**config.mk**
```make
export PLATFORM = sky130hd
export DESIGN_NAME = ssd_scan_ctrl
export DESIGN_NICKNAME = d
export VERILOG_FILES = /design/src/rtl/ssd_scan_ctrl_pkg.sv /design/src/rtl/ssd_hex_decode.sv /design/src/rtl/ssd_scan_ctrl.sv
export SDC_FILE = /design/constraint.sdc
export NUM_CORES = 1
export LEC_CHECK = 0
export ABC_AREA = 1
export BUFFER_PORTS_ARGS = -buffer_cell sky130_fd_sc_hd__buf_2
export CAP_MARGIN = 15
export CORE_MARGIN = 10
export CORE_UTILIZATION = 40
export DETAILED_ROUTE_END_ITERATION = 6
export PLACE_DENSITY = 0.66
export SYNTH_ARGS = -nofsm -noshare
export SYNTH_HDL_FRONTEND = slang
export SYNTH_HIERARCHICAL = 1
export SYNTH_SLANG_ARGS = --single-unit
```
**constraint.sdc**
```tcl
create_clock -name Clk -period 4.55 [get_ports Clk]
set_input_delay 1.1375 -clock Clk [delete_from_list [all_inputs] [get_ports Clk]]
set_output_delay 1.1375 -clock Clk [all_outputs]
set_load 0.01 [all_outputs]
```
**src/rtl/ssd_scan_ctrl_pkg.sv**
```systemverilog
// Shared seven-segment constants and the hex-to-segment table for the scan controller.
// Segment vectors are active-low in {a,b,c,d,e,f,g} order.
package ssd_scan_ctrl_pkg;

    localparam logic [6:0] SEG_BLANK = 7'b1111111;
    localparam logic [7:0] CATH_DARK = 8'hFF;
    localparam logic       AN_ON     = 1'b0;
    localparam logic       AN_OFF    = 1'b1;

    function automatic logic [6:0] ssd_hex7(input logic [3:0] hex);
        logic [6:0] seg;
        case (hex)
            4'h0:    seg = 7'b0000001;
            4'h1:    seg = 7'b1001111;
            4'h2:    seg = 7'b0010010;
            4'h3:    seg = 7'b0000110;
            4'h4:    seg = 7'b1001100;
            4'h5:    seg = 7'b0100100;
            4'h6:    seg = 7'b0100000;
            4'h7:    seg = 7'b0001111;
            4'h8:    seg = 7'b0000000;
            4'h9:    seg = 7'b0000100;
            4'hA:    seg = 7'b0001000;
            4'hB:    seg = 7'b1100000;
            4'hC:    seg = 7'b0110001;
            4'hD:    seg = 7'b1000010;
            4'hE:    seg = 7'b0110000;
            default: seg = 7'b0111000;
        endcase
        return seg;
    endfunction

endpackage

```
**src/rtl/ssd_hex_decode.sv**
```systemverilog
// Combinational hex nibble to active-low abcdefg segment decoder.
module ssd_hex_decode
    import ssd_scan_ctrl_pkg::*;
(
    input  logic [3:0] hex_i,
    output logic [6:0] seg_o
);

    assign seg_o = ssd_hex7(hex_i);

endmodule

```
**src/rtl/ssd_scan_ctrl.sv**
```systemverilog
// N-digit time-multiplexed seven-segment scanner with double-buffered, frame-synchronous loading,
// per-digit enable, decimal point, leading-zero blanking and blink.
module ssd_scan_ctrl
    import ssd_scan_ctrl_pkg::*;
#(
    parameter int N_DIGITS     = 8,
    parameter int SCAN_CNT_W   = 17,
    parameter int BLINK_FRAMES = 48
) (
    input  logic                  Clk,
    input  logic                  Reset,
    input  logic                  load,
    input  logic [4*N_DIGITS-1:0] digits_in,
    input  logic [N_DIGITS-1:0]   dp_in,
    input  logic [N_DIGITS-1:0]   digit_en,
    input  logic [N_DIGITS-1:0]   blink_mask,
    input  logic                  blank_lz,
    output logic [N_DIGITS-1:0]   an,
    output logic [7:0]            cathodes,
    output logic                  frame_start
);

    localparam int DIG_W = (N_DIGITS > 1) ? $clog2(N_DIGITS) : 1;
    localparam int FC_W  = (BLINK_FRAMES > 1) ? $clog2(BLINK_FRAMES) : 1;
    localparam logic [DIG_W-1:0] LAST_IDX   = DIG_W'(N_DIGITS - 1);
    localparam logic [FC_W-1:0]  LAST_FRAME = FC_W'(BLINK_FRAMES - 1);

    typedef struct packed {
        logic [4*N_DIGITS-1:0] dig;
        logic [N_DIGITS-1:0]   dp;
        logic [N_DIGITS-1:0]   en;
        logic [N_DIGITS-1:0]   bm;
        logic                  blz;
    } dset_t;

    logic [SCAN_CNT_W-1:0] presc_q, presc_d;
    logic [DIG_W-1:0]      idx_q, idx_d;
    logic [FC_W-1:0]       fcnt_q, fcnt_d;
    logic                  phase_q, phase_d;
    dset_t                 sh_q, sh_d, act_q, act_d;
    logic                  pend_q, pend_d;
    logic [N_DIGITS-1:0]   an_q, an_d;
    logic [7:0]            cath_q, cath_d;
    logic                  fs_q;

    logic                  tick, wrap, xfer;
    logic [N_DIGITS-1:0]   lz;
    logic                  zrun;
    logic [3:0]            sel_hex;
    logic [6:0]            sel_seg;
    logic                  sel_dp, sel_on, sel_lz;

    always_comb begin
        tick    = &presc_q;
        wrap    = tick && (idx_q == LAST_IDX);
        xfer    = wrap && pend_q;
        presc_d = presc_q + SCAN_CNT_W'(1);

        idx_d = idx_q;
        if (tick) begin
            idx_d = wrap ? '0 : idx_q + DIG_W'(1);
        end

        fcnt_d  = fcnt_q;
        phase_d = phase_q;
        if (wrap) begin
            if (fcnt_q == LAST_FRAME) begin
                fcnt_d  = '0;
                phase_d = ~phase_q;
            end else begin
                fcnt_d = fcnt_q + FC_W'(1);
            end
        end

        // A load on the boundary cycle still transfers the pre-edge shadow and re-arms pending.
        sh_d = sh_q;
        if (load) begin
            sh_d = '{dig: digits_in, dp: dp_in, en: digit_en, bm: blink_mask, blz: blank_lz};
        end
        act_d  = xfer ? sh_q : act_q;
        pend_d = load ? 1'b1 : (xfer ? 1'b0 : pend_q);
    end

    // Slot contents are taken from next-state active set and phase so a new frame is whole.
    always_comb begin
        zrun = 1'b1;
        lz   = '0;
        for (int k = N_DIGITS - 1; k >= 0; k--) begin
            zrun  = zrun & (act_d.dig[4*k +: 4] == 4'h0);
            lz[k] = act_d.blz & zrun & (k != 0);
        end

        sel_hex = '0;
        sel_dp  = 1'b0;
        sel_on  = 1'b0;
        sel_lz  = 1'b0;
        for (int k = 0; k < N_DIGITS; k++) begin
            if (idx_d == DIG_W'(k)) begin
                sel_hex = act_d.dig[4*k +: 4];
                sel_dp  = act_d.dp[k];
                sel_on  = act_d.en[k] & ~(act_d.bm[k] & phase_d);
                sel_lz  = lz[k];
            end
        end
    end

    ssd_hex_decode u_dec (
        .hex_i (sel_hex),
        .seg_o (sel_seg)
    );

    always_comb begin
        an_d   = {N_DIGITS{AN_OFF}};
        cath_d = CATH_DARK;
        if (sel_on) begin
            an_d[idx_d] = AN_ON;
            cath_d      = {(sel_lz ? SEG_BLANK : sel_seg), ~sel_dp};
        end
    end

    always_ff @(posedge Clk) begin
        if (Reset) begin
            presc_q <= '0;
            idx_q   <= '0;
            fcnt_q  <= '0;
            phase_q <= 1'b0;
            sh_q    <= '0;
            act_q   <= '0;
            pend_q  <= 1'b0;
            an_q    <= {N_DIGITS{AN_OFF}};
            cath_q  <= CATH_DARK;
            fs_q    <= 1'b0;
        end else begin
            presc_q <= presc_d;
            idx_q   <= idx_d;
            fcnt_q  <= fcnt_d;
            phase_q <= phase_d;
            sh_q    <= sh_d;
            act_q   <= act_d;
            pend_q  <= pend_d;
            fs_q    <= wrap;
            if (tick) begin
                an_q   <= an_d;
                cath_q <= cath_d;
            end
        end
    end

    assign an          = an_q;
    assign cathodes    = cath_q;
    assign frame_start = fs_q;

endmodule

```
==> impl.org <==
** Detailed routing
- For this block, the initial DRC count from the detailed router was 286.
- Detailed-route via count :: 6060
- Summed over all layers, the routed wires come to 17100 um.
- Vias per std cell :: 4.76
- For this run, the detailed router's first-pass iteration total came to 5.
- In the routed design, unresolved DRC markers number 0.
- Count of nets left with antenna violations after detail routing :: 0
- In the final routed layout, each cell accounts on average for 13.4 um.

** Power and ir drop
- Sequential cells account for 47.9% of the total power.
- For this design the static power due to leakage is 3.53 nW.
- Power spread over the standard cell area amounts to 361 mW/mm2.
- Switching power of the nets :: 0.646 mW
- Largest voltage drop on the vdd net :: 316 uV
- Of the total power, the clock network draws 48.3%.
- Switch share :: 21.4%
- Internal power :: 2.38 mW
- The share of total power dissipated in combinational logic is 3.8%.

** Floorplanning
- Effective utilization at floorplan :: 40.9%
- Boundary Pins :: 77
- The initialized floorplan defines 48 standard-cell rows.
- Die Footprint :: 0.0235 mm2
- Measured along the x axis, the die boundary spans 153 um.
- The total area inside the core boundary comes to 0.0174 mm2.
- Measured along the y axis, the die boundary spans 153 um.

** Clock tree
- For the worst-skew pair, the clock arrives at the later sink with an insertion delay of 0.43 ns.
- Clock-pin slew was measured on the worst setup and hold paths at 0.06 ns.
- The clock passes through at most 2 buffers.
- The cell sitting at the root of the clock tree is a clkbuf_16.
- Maximum level of the CTS H-tree :: 4
- CTS tree :: yes
- Clock sink count :: 159
- Counting the buffers created by CTS gives 17.

** Worst setup path
- The worst setup path is launched from a register.
- Largest stage delay, worst path :: 0.36 ns
- Cell repeated most along the worst path :: nand2_1
- Data on the critical path is required at its endpoint by 4.87 ns.
- STA classifies the critical path endpoint as a register.
- Worst-case reg-to-reg path depth :: 32
- CP max-delay cell :: dfxtp_1
- Data arrives at the worst endpoint at 4.48 ns.
- Largest driver fanout on the critical path :: 11
- The worst setup path is of the reg -> reg kind.

** Global routing
- Antenna violations before repair :: 0
- Across every metal layer, demand over resource in global routing totals 14.6%.
- The via count of the first global-routing pass was 5997.
- Maximum number of pins on one net before global-route repair :: 88
- Wire length of the first global-routing pass :: 28800 um
- For this run the aggregate overflow at the end of global routing stands at 0.

** Synthesis
- Number of distinct library cells after synthesis :: 51
- Yosys mapped a number of flops with a built-in enable equal to 0.
- By area, the combinational part of the netlist is dominated by simple AND/OR/NAND/NOR gates.
- FF+latch count, synth :: 159
- Synth warn :: 6
- Summing the areas of all compound-gate instances in the mapped netlist gives 13.4% of the synthesized area.
- Simple-Gate Fraction of Synth Area :: 29.8%
- Post-synthesis share of cell area spent on full adders, half adders and majority gates :: 2.12%
- Measured against the total synthesized area, the mux share comes to 0.988%.
- Number of cells produced by synthesis :: 967
- Of the total synthesized cell area, the portion taken by XOR and XNOR cells is 0.124%.
- The most used flip-flop cell after synthesis is dfxtp_1.
- Counting flops with an async set or reset pin after synthesis yields a share of 0%.
- Summing every instance area after synthesis gives 0.00709 mm2.
- Of the synthesized area, sequential elements account for 44.9%.
- Syn nets :: 1039
- Synthesized area per cell :: 7.33 um2

** Final layout
- Final Net Count :: 1108
- The sequential cells in the finished layout cover a total of 0.00318 mm2.
- Compared with the post-synthesis result, the final layout area differs by 18.1%.
- Of the cells placed in the final design, the portion with a size suffix greater than 1 is 19.4%.
- Finished Cell Area :: 0.00837 mm2
- Fill count :: 1741
- The repair_antennas step left the layout with diodes totalling 0.
- Multi-input combinational cell area :: 0.00337 mm2

** STA
- Worst setup skew after layout :: 0.0129 ns
- At the pin with the least slew margin, the transition time is 0.942 ns.
- Final worst path period share :: 91.4%
- Setup-failing EPs final :: 0
- Worst relative slew slack :: 37.2%
- Counting I/O delays and the setup requirement, the final critical path takes 4.16 ns.
- Final setup margin :: 0.393 ns
- The count of pins over their slew limit is 0.
- Max Clock Freq :: 241 MHz
- Number of hold-slack violations in the final timing report :: 0

** Flow run
- The tool flagged a number of max-cap violations equal to 0.

** Placement
- After detailed placement, the total cell area comes to 0.00764 mm2.
- OpenSTA, run right after detailed placement, puts the worst setup slack at 0.0928 ns.
- Buffers placed on the I/O ports in this run total 76.
- Final Wtd Congestion :: 0.851
- After legalization and detailed placement, the total HPWL measured 12100 um.

** Worst hold path
- HP Class :: reg -> reg
- The worst hold path was traced through 2 stages.

** Outcome
- Status :: complete, no violations
==> metal layers <==
metal  part of all wire [%]  vias up  global-route usage [%]  wire length, um
met5                      0        -                       0                0
met4                    1.3        0                    4.18              221
met3                    4.9       18                    3.84              837
met2                     46      138                    23.5             7840
met1                     48     2698                    18.8             8230
li1                       -     3206                       -                -
==> what timing repair did <==
action                                  in CTS  in global routing
resized for setup                            0                 21
hold buffers                                 0                  0
hold endpoints to repair                     0                  0
setup buffers                                0                  2
endpoints found under the setup margin       0                  8
==> synthesized netlist by cell type (3+ instances only) <==
master	count	area (um2)
nand3_2	6	60.1
o221ai_1	3	26.3
buf_2	7	35.0
buf_1	3	11.3
o21ai_0	76	380
or2_0	6	37.5
inv_1	84	315
clkbuf_1	27	101
o21ai_1	13	65.1
nor2_2	3	18.8
nor2_4	4	45.0
inv_2	7	26.3
buf_6	6	67.6
nor2_1	183	687
nand2_1	192	721
or2_1	5	31.3
nand2_4	7	78.8
nand2_2	15	93.8
o22ai_1	5	31.3
a21oi_1	54	270
nor3_1	9	45.0
mux2i_1	7	70.1
dfxtp_1	159	3180
o21a_1	8	60.1
buf_4	3	22.5
nand3_1	25	125
or2_2	6	37.5
o21ai_2	3	26.3
ha_1	12	150
==> cell families after synthesis <==
kind of cell               Yosys count
DFF                                159
muxes                                7
buffers and inverters              143
adders and majority gates           12
AOI/OAI and AO/OA                  172
xor gates and xnor gates             1
and+or+nand+nor                    473
==> worst paths after layout <==
path | from | end | slack [ns]
setup / recovery | presc_q[0]$_SDFF_PP0_ | cathodes[2]$_SDFFE_PP1N_ | 0.39
hold / removal | sh_q[4]$_SDFFE_PP0P_ | sh_q[4]$_SDFFE_PP0P_ | 0.46
setup reg to reg | presc_q[0]$_SDFF_PP0_ | cathodes[2]$_SDFFE_PP1N_ | 0.39
hold reg to reg | sh_q[4]$_SDFFE_PP0P_ | sh_q[4]$_SDFFE_PP0P_ | 0.46
==> power groups by stage <==
| stage | clock network, mW | registers (mW) | logic, mW |
|---|---|---|---|
| final | 1.46 | 1.45 | 0.116 |
| after global routing | 1.55 | 1.45 | 0.136 |
| after CTS | 1.49 | 1.45 | 0.118 |
| after detailed placement | 0 | 1.48 | 0.116 |
| after global placement | 0 | 1.48 | 0.115 |
| after floorplan | 0 | 1.47 | 0.0724 |
==> final cells by class <==
cell class                 instances  area share [%]
tap                              225            3.36
sequential                       159            38.0
clock inverter                     9            1.58
timing repair buffer              95            6.53
inverter                          97            4.57
clock buffer                      23            5.71
multi-input combinational        666            40.2
==> layout by cell type, fill, tap and decap left out, types with 6 or more instances in the layout <==
cell type and instances:
a21oi_1 53, buf_2 76, buf_4 16, clkbuf_16 17, dfxtp_1 159, ha_1 11, inv_1 81, inv_2 10
mux2i_1 7, nand2_1 190, nand2_2 17, nand2_4 7, nand3_1 24, nand3_2 6, nor2_1 182, nor3_1 7
o21a_1 8, o21ai_0 76, o21ai_1 13, or2_0 6, or2_2 6
==> flip-flops by register name, indices dropped and copies added, names as in the netlist <==
name         count
presc_q         17
pend_q           1
idx_q            3
act_q           57
sh_q            57
fcnt_q           6
an               8
frame_start      1
phase_q          1
cathodes         8
==> critical path, delay by kind of cell (launching register included) <==
| family | cells | cell delay (ns) |
|---|---|---|
| AO/OA/AOI/OAI | 4 | 0.62 |
| adder cells (fa/ha/maj) | 3 | 0.63 |
| buffers and inverters | 5 | 0.51 |
| flip-flops | 1 | 0.36 |
| AND/OR/NAND/NOR | 20 | 1.92 |
==> stage by stage <==
step                      utilization, %  instances  total power, mW  hold WS (ns)  TNS (ns)
after floorplan                        -        967             1.54         0.418         0
after global placement              44.0       1239             1.59         0.429         0
after detailed placement            44.0       1239             1.60         0.445         0
after CTS                           47.6       1271             3.06         0.454         0
after global routing                48.2       1274             3.14         0.473   -0.0265
final                               48.2       1274             3.03         0.456         0
(Power assumes the default switching activity.)
